### src/rtl/scan_chain_reader_pkg.sv
// Shared definitions for the scan chain reader:
// FSM state encodings, word geometry and counter width.
package scan_chain_reader_pkg;

    localparam int WORD_W = 32;
    localparam int CNT_W  = 16;
    localparam int WIDX_W = 5;

    localparam logic [2:0] ST_IDLE   = 3'd0;
    localparam logic [2:0] ST_ACK    = 3'd1;
    localparam logic [2:0] ST_SHIFT  = 3'd2;
    localparam logic [2:0] ST_FLUSH  = 3'd3;
    localparam logic [2:0] ST_COMMIT = 3'd4;

    typedef logic [WORD_W-1:0] word_t;
    typedef logic [WIDX_W-1:0] widx_t;
    typedef logic [CNT_W-1:0]  bcnt_t;

endpackage

### src/rtl/scan_chain_reader_if.sv
// Control handshake, result bus and serial chain
// signals between the control unit and the reader.
interface scan_chain_reader_if;
    import scan_chain_reader_pkg::*;

    logic       val_op;
    logic       op_ack;
    logic       op_commit;
    logic       commit_ack;
    logic       output_strobe;
    word_t      output_data;
    logic       scan_en;
    logic       scan_in;
    logic       scan_out;
    logic [2:0] state;

    modport master (
        output val_op,
        output commit_ack,
        output scan_out,
        input  op_ack,
        input  op_commit,
        input  output_strobe,
        input  output_data,
        input  scan_en,
        input  scan_in,
        input  state
    );

    modport slave (
        input  val_op,
        input  commit_ack,
        input  scan_out,
        output op_ack,
        output op_commit,
        output output_strobe,
        output output_data,
        output scan_en,
        output scan_in,
        output state
    );

endinterface

### src/rtl/scan_chain_reader_counter.sv
// Wrapping up-counter 0..MAX with synchronous
// clear; used as the chain bit counter.
module simple_counter #(
    parameter int              WIDTH = 16,
    parameter logic [WIDTH-1:0] MAX  = '1
) (
    input  logic             clk,
    input  logic             reset,
    input  logic             clr,
    input  logic             cnten,
    output logic [WIDTH-1:0] count
);

    always_ff @(posedge clk) begin
        if (reset || clr) begin
            count <= '0;
        end else if (cnten) begin
            if (count == MAX) begin
                count <= '0;
            end else begin
                count <= count + 1'b1;
            end
        end
    end

endmodule

### src/rtl/scan_chain_reader.sv
// Unloads an attached scan chain into 32-bit words,
// optionally recirculating the bits so the chain survives.
module scan_chain_reader
    import scan_chain_reader_pkg::*;
#(
    parameter int SC_LEN = 64,
    parameter bit RECIRC = 1'b1
) (
    input logic          clk,
    input logic          reset,
    scan_chain_reader_if.slave bus
);

    localparam bcnt_t LAST = bcnt_t'(SC_LEN - 1);

    logic [2:0] st;
    logic [2:0] st_nxt;
    bcnt_t      bit_cnt;
    widx_t      widx;
    word_t      acc;
    word_t      word_nxt;
    word_t      data_q;
    logic       strobe_q;
    logic       in_shift;
    logic       shift_entry;
    logic       last_bit;
    logic       word_done;

    assign in_shift    = (st == ST_SHIFT);
    assign shift_entry = (st == ST_ACK) && !bus.val_op;
    assign last_bit    = in_shift && (bit_cnt == LAST);
    assign word_done   = (widx == widx_t'(WORD_W - 1)) || last_bit;

    simple_counter #(
        .WIDTH (CNT_W),
        .MAX   (LAST)
    ) u_bit_cnt (
        .clk   (clk),
        .reset (reset),
        .clr   (shift_entry),
        .cnten (in_shift),
        .count (bit_cnt)
    );

    always_comb begin
        st_nxt = st;
        case (st)
            ST_IDLE: begin
                if (bus.val_op) st_nxt = ST_ACK;
            end
            ST_ACK: begin
                if (!bus.val_op) st_nxt = ST_SHIFT;
            end
            ST_SHIFT: begin
                if (last_bit) st_nxt = ST_FLUSH;
            end
            ST_FLUSH: begin
                st_nxt = ST_COMMIT;
            end
            ST_COMMIT: begin
                if (bus.commit_ack) st_nxt = ST_IDLE;
            end
            default: begin
                st_nxt = ST_IDLE;
            end
        endcase
    end

    // A new word starts from zero so unfilled upper bits read as 0.
    always_comb begin
        word_nxt = (widx == '0) ? '0 : acc;
        word_nxt[widx] = bus.scan_out;
    end

    always_ff @(posedge clk) begin
        if (reset) begin
            st       <= ST_IDLE;
            widx     <= '0;
            acc      <= '0;
            strobe_q <= 1'b0;
            data_q   <= '0;
        end else begin
            st       <= st_nxt;
            strobe_q <= 1'b0;
            if (shift_entry) begin
                widx <= '0;
            end else if (in_shift) begin
                widx <= widx + 1'b1;
                acc  <= word_nxt;
                if (word_done) begin
                    strobe_q <= 1'b1;
                    data_q   <= word_nxt;
                end
            end
        end
    end

    assign bus.state         = st;
    assign bus.op_ack        = (st == ST_ACK);
    assign bus.op_commit     = (st == ST_COMMIT);
    assign bus.scan_en       = in_shift;
    assign bus.scan_in       = (RECIRC && in_shift) ? bus.scan_out : 1'b0;
    assign bus.output_strobe = strobe_q;
    assign bus.output_data   = data_q;

endmodule

### src/flat_wrapper.sv
// flat-port wrapper written by rule: the top's interface ports become plain ports
module scan_chain_reader_flat import scan_chain_reader_pkg::*;
#(
    parameter int SC_LEN = 64,
    parameter bit RECIRC = 1'b1
)
  (clk, reset, bus_val_op, bus_commit_ack, bus_scan_out, bus_op_ack, bus_op_commit, bus_output_strobe, bus_output_data, bus_scan_en, bus_scan_in, bus_state);
  scan_chain_reader_if bus_i ();
  input logic clk;
  input logic reset;
  input wire logic [$bits(bus_i.val_op)-1:0] bus_val_op;
  input wire logic [$bits(bus_i.commit_ack)-1:0] bus_commit_ack;
  input wire logic [$bits(bus_i.scan_out)-1:0] bus_scan_out;
  output wire logic [$bits(bus_i.op_ack)-1:0] bus_op_ack;
  output wire logic [$bits(bus_i.op_commit)-1:0] bus_op_commit;
  output wire logic [$bits(bus_i.output_strobe)-1:0] bus_output_strobe;
  output wire logic [$bits(bus_i.output_data)-1:0] bus_output_data;
  output wire logic [$bits(bus_i.scan_en)-1:0] bus_scan_en;
  output wire logic [$bits(bus_i.scan_in)-1:0] bus_scan_in;
  output wire logic [$bits(bus_i.state)-1:0] bus_state;
  assign bus_i.val_op = bus_val_op;
  assign bus_i.commit_ack = bus_commit_ack;
  assign bus_i.scan_out = bus_scan_out;
  assign bus_op_ack = bus_i.op_ack;
  assign bus_op_commit = bus_i.op_commit;
  assign bus_output_strobe = bus_i.output_strobe;
  assign bus_output_data = bus_i.output_data;
  assign bus_scan_en = bus_i.scan_en;
  assign bus_scan_in = bus_i.scan_in;
  assign bus_state = bus_i.state;
  scan_chain_reader #(.SC_LEN(SC_LEN), .RECIRC(RECIRC)) u_core (.clk(clk), .reset(reset), .bus(bus_i));
endmodule
### config.mk
export PLATFORM = sky130hd
export DESIGN_NAME = scan_chain_reader_flat
export DESIGN_NICKNAME = d
export VERILOG_FILES = /design/src/rtl/scan_chain_reader_pkg.sv /design/src/rtl/scan_chain_reader_if.sv /design/src/rtl/scan_chain_reader_counter.sv /design/src/rtl/scan_chain_reader.sv /design/src/flat_wrapper.sv
export SDC_FILE = /design/constraint.sdc
export NUM_CORES = 1
export LEC_CHECK = 0
export BUFFER_PORTS_ARGS = -buffer_cell sky130_fd_sc_hd__buf_2
export CORE_ASPECT_RATIO = 0.6
export CORE_MARGIN = 2
export CORE_UTILIZATION = 56
export DETAILED_ROUTE_END_ITERATION = 6
export HOLD_SLACK_MARGIN = 0.12
export PLACE_DENSITY = 0.74
export SKIP_LAST_GASP = 1
export SYNTH_ARGS = -nofsm -noshare
export SYNTH_HDL_FRONTEND = slang
export SYNTH_SLANG_ARGS = --single-unit
### constraint.sdc
create_clock -name clk -period 4.5 [get_ports clk]
set_input_delay 0.225 -clock clk [delete_from_list [all_inputs] [get_ports clk]]
set_output_delay 0.225 -clock clk [all_outputs]
set_load 0.05 [all_outputs]
==> summary.md <==
| Metric | Value |
|---|---|
| Status | finished clean |
| Die height | 70.8 um |
| Initial antenna violation count | 0 |
| Max Cap Viol | 0 |
| Count of cell types in the netlist | 46 |
| CTS H-Tree Depth | 3 |
| ANT cells | 0 |
| Final #Nets | 518 |
| Synthesized Nets | 505 |
| Die width | 115 um |
| Largest net degree at the start of global routing | 67 |
| Avg Inst Size Synth | 8.43 um^2 |
| Area Growth Syn to Fin | 12.9% |
| CP Launch Type | register |
| Share of flip-flops with an asynchronous set or reset | 0 |
| First-pass GRT wire length | 16900 um |
| Fin crit share | 0.689 |
| HPWL Detailed | 6410 um |
| Initial Util | 0.576 |
| Vias | 3808 |
| Finished Layout Cells | 616 |
| Fraction of layout instances using a drive strength above 1 | 0.141 |
| Final setup violation count | 0 |
| Gr usage total | 0.261 |
| Worst R2R Path Depth | 6 |
| CTS Buf Count | 9 |
| Post-layout minimum cycle time | 3.10 ns |
| Clock Pin Slew Worst Setup and Hold Paths | 0.06 ns |
| Setup crit start | u_core.bus.state[1] |
| Setup crit end | bus_scan_in |
| R2r endpoint | u_core.bus.output_data[1] |
| Synthesis-stage register bit count | 89 |
| Clock latency on the worst-skew pair | 0.34 ns |
| Seq/Total Area, Yosys | 0.428 |
| Worst R2R Setup Slack | 1.63 ns |
| Total congestion overflow | 0 |
| # clock sinks | 89 |
| CTS tree | yes |
| Final Util | 0.650 |
| Slew Viols, Final | 0 |
| Drt drc | 0 |
| Pwr/cell area | 366 nW/um^2 |
| Clock tree root buffer cell | clkbuf_16 |
| Primary FF master, synth | dfxtp_1 |
| Clock skew | 0.00793 ns |
| Vias in the first global route | 3509 |
| Critical path type | register to output pin |
| First-pass detailed-route iteration total | 5 |
| WL final | 10200 um |
| DP Worst Slack | 1.74 ns |
| Final hold violations | 0 |
| R2R Path Start | u_core.widx[0] |
| Rel. slew slack | 0.236 |
| FP Rows | 24 |
| Placed Cells | 600 |
| Post-CTS Hold Fix Bufs | 0 |
| Setup bufs post-CTS | 0 |
| Setup TNS | 0 ns |
| Fmax | 0.323 GHz |
| PortBufs | 44 |
| Initial drt markers | 379 |
| Worst vdd ir | 0.290 mV |
| RSZ-0062 raised after global routing | no |
| Detail Route Antenna Nets | 0 |
| Worst min path class | input pin to register |
| Core Region | 7240 um^2 |
| IO Count | 45 |
| Tightest Pin Transition | 1.14 ns |
| Critical Path RT | 4.28 ns |
| Wire length per cell | 16.6 um |
| Post-synthesis cell count | 494 |
| Gates resized, CTS repair | 0 |
| Lkg Pwr | 1.70 nW |
| Number of flops mapped to enable cells by yosys | 0 |
| Maximum buffer depth of the clock tree | 2 |
| Full die area | 8170 um^2 |
| Synthesized area | 4170 um^2 |
| Vias per std cell | 6.18 |
| CP arrival | 2.87 ns |
| Crit end category | output pin |
| Placer congestion estimate | 0.764 |
| Warnings from Yosys | 0 |
| Min setup slack post-route | 1.40 ns |
| CP max FO | 59 |
==> state kept, by name, summed over array words and instances, names as in the netlist <==
signal                    count
u_core.widx                   5
u_core.bus.output_data       32
u_core.bus.output_strobe      1
u_core.bus.state              3
u_core.acc                   32
u_core.u_bit_cnt.count       16
==> synthesized netlist by cell type, types with 2 or more instances <==
| library cell | count | area (um^2) |
|---|---|---|
| a32oi_1 | 12 | 105 |
| xnor2_1 | 7 | 61.3 |
| nor3_1 | 20 | 100 |
| nor2b_1 | 4 | 25.0 |
| ha_1 | 6 | 75.1 |
| a31oi_1 | 2 | 12.5 |
| o211ai_1 | 16 | 120 |
| dfxtp_1 | 89 | 1780 |
| xor2_1 | 5 | 43.8 |
| nor2_1 | 32 | 120 |
| a211oi_1 | 56 | 420 |
| nand4_1 | 5 | 31.3 |
| a41oi_1 | 2 | 17.5 |
| nor3b_1 | 10 | 75.1 |
| or3_1 | 3 | 18.8 |
| or4_1 | 4 | 30.0 |
| mux2i_1 | 2 | 20.0 |
| o21ai_0 | 28 | 140 |
| nand3_1 | 7 | 35.0 |
| nand2_1 | 19 | 71.3 |
| a31o_2 | 3 | 26.3 |
| and3_1 | 17 | 106 |
| nor4_1 | 5 | 31.3 |
| clkbuf_1 | 38 | 143 |
| buf_2 | 7 | 35.0 |
| o31ai_1 | 4 | 30.0 |
| a21oi_1 | 51 | 255 |
| inv_1 | 20 | 75.1 |
| and3b_1 | 3 | 26.3 |
==> final cells by class <==
type                            instances  area (um^2)
Clock buffer                           11          253
Tap cell                              104          130
Fill cell                             601         2530
Clock inverter                          5         77.6
Multi-Input combinational cell        337         2130
Sequential cell                        89         1780
Inverter                               21         78.8
Timing Repair Buffer                   49          258
==> critical path, stage by stage, from the launching register on <==
cell and delay [ns]:
dfxtp_1 0.49, or3b_4 0.69, inv_2 0.49, buf_4 0.40
and2_1 0.17, buf_2 0.26
==> through the flow <==
step,total power [mW],hold slack [ns],cell area [um^2]
3_3_place_gp,0.916,0.442,4370
4_1_cts,1.73,0.142,4700
3_5_place_dp,0.919,0.448,4370
5_1_grt,1.77,0.160,4700
2_1_floorplan,0.899,0.407,4170
6_report,1.72,0.149,4700
==> metal layers <==
metal	GRT usage	wire [um]
met1	0.356	4840
met2	0.410	4670
met3	0.0668	638
met4	0.0763	61
met5	0	0
==> where the power goes <==
part           internal (mW)  switching, mW  total [mW]
clock                  0.515          0.305       0.820
combinational         0.0258         0.0676      0.0935
sequential             0.802        0.00778       0.810
total                   1.34          0.381        1.72
==> cells by family after synthesis <==
logic type               share of synthesized area
AO/OA/AOI/OAI                                0.280
multiplexers                               0.00480
AND/OR/NAND/NOR                              0.180
flip-flops                                   0.428
adder cells (fa/ha/maj)                     0.0180
XOR/XNOR                                    0.0252
buffers and inverters                       0.0643
==> cells in the final DEF, fill, tap and decap left out, types with 3 or more instances in the layout <==
master and n:
or3_1 3, and3_1 17, and3b_1 3, o211ai_1 16, xnor2_1 7, nor2b_1 4, nand4_1 5, a31o_2 3
xor2_1 5, dfxtp_1 89, buf_4 5, nor2_1 32, a21oi_1 51, nand2_1 19, or4_1 4, nand3_1 7
nor4_1 5, nor3_1 20, a211oi_1 56, o21ai_0 28, clkbuf_16 9, o31ai_1 4, nor3b_1 10, a32oi_1 12
inv_1 20, ha_1 6, buf_2 44
==> how the worst min path moves through the flow <==
| stage | slack [ns] | end | depth (start not counted) | start |
|---|---|---|---|---|
| 6_report | 0.15 | u_core.bus.state[2] | 3 | bus_commit_ack |
| 5_1_grt | 0.16 | u_core.bus.state[2] | 3 | bus_commit_ack |
| 4_1_cts | 0.14 | u_core.bus.state[2] | 3 | bus_commit_ack |
| 3_5_place_dp | 0.45 | u_core.acc[0] | 2 | u_core.acc[0] |
| 3_3_place_gp | 0.44 | u_core.acc[0] | 2 | u_core.acc[0] |
| 2_1_floorplan | 0.41 | u_core.bus.state[2] | 2 | bus_commit_ack |
No activity file was read; power rests on OpenSTA's default activity.
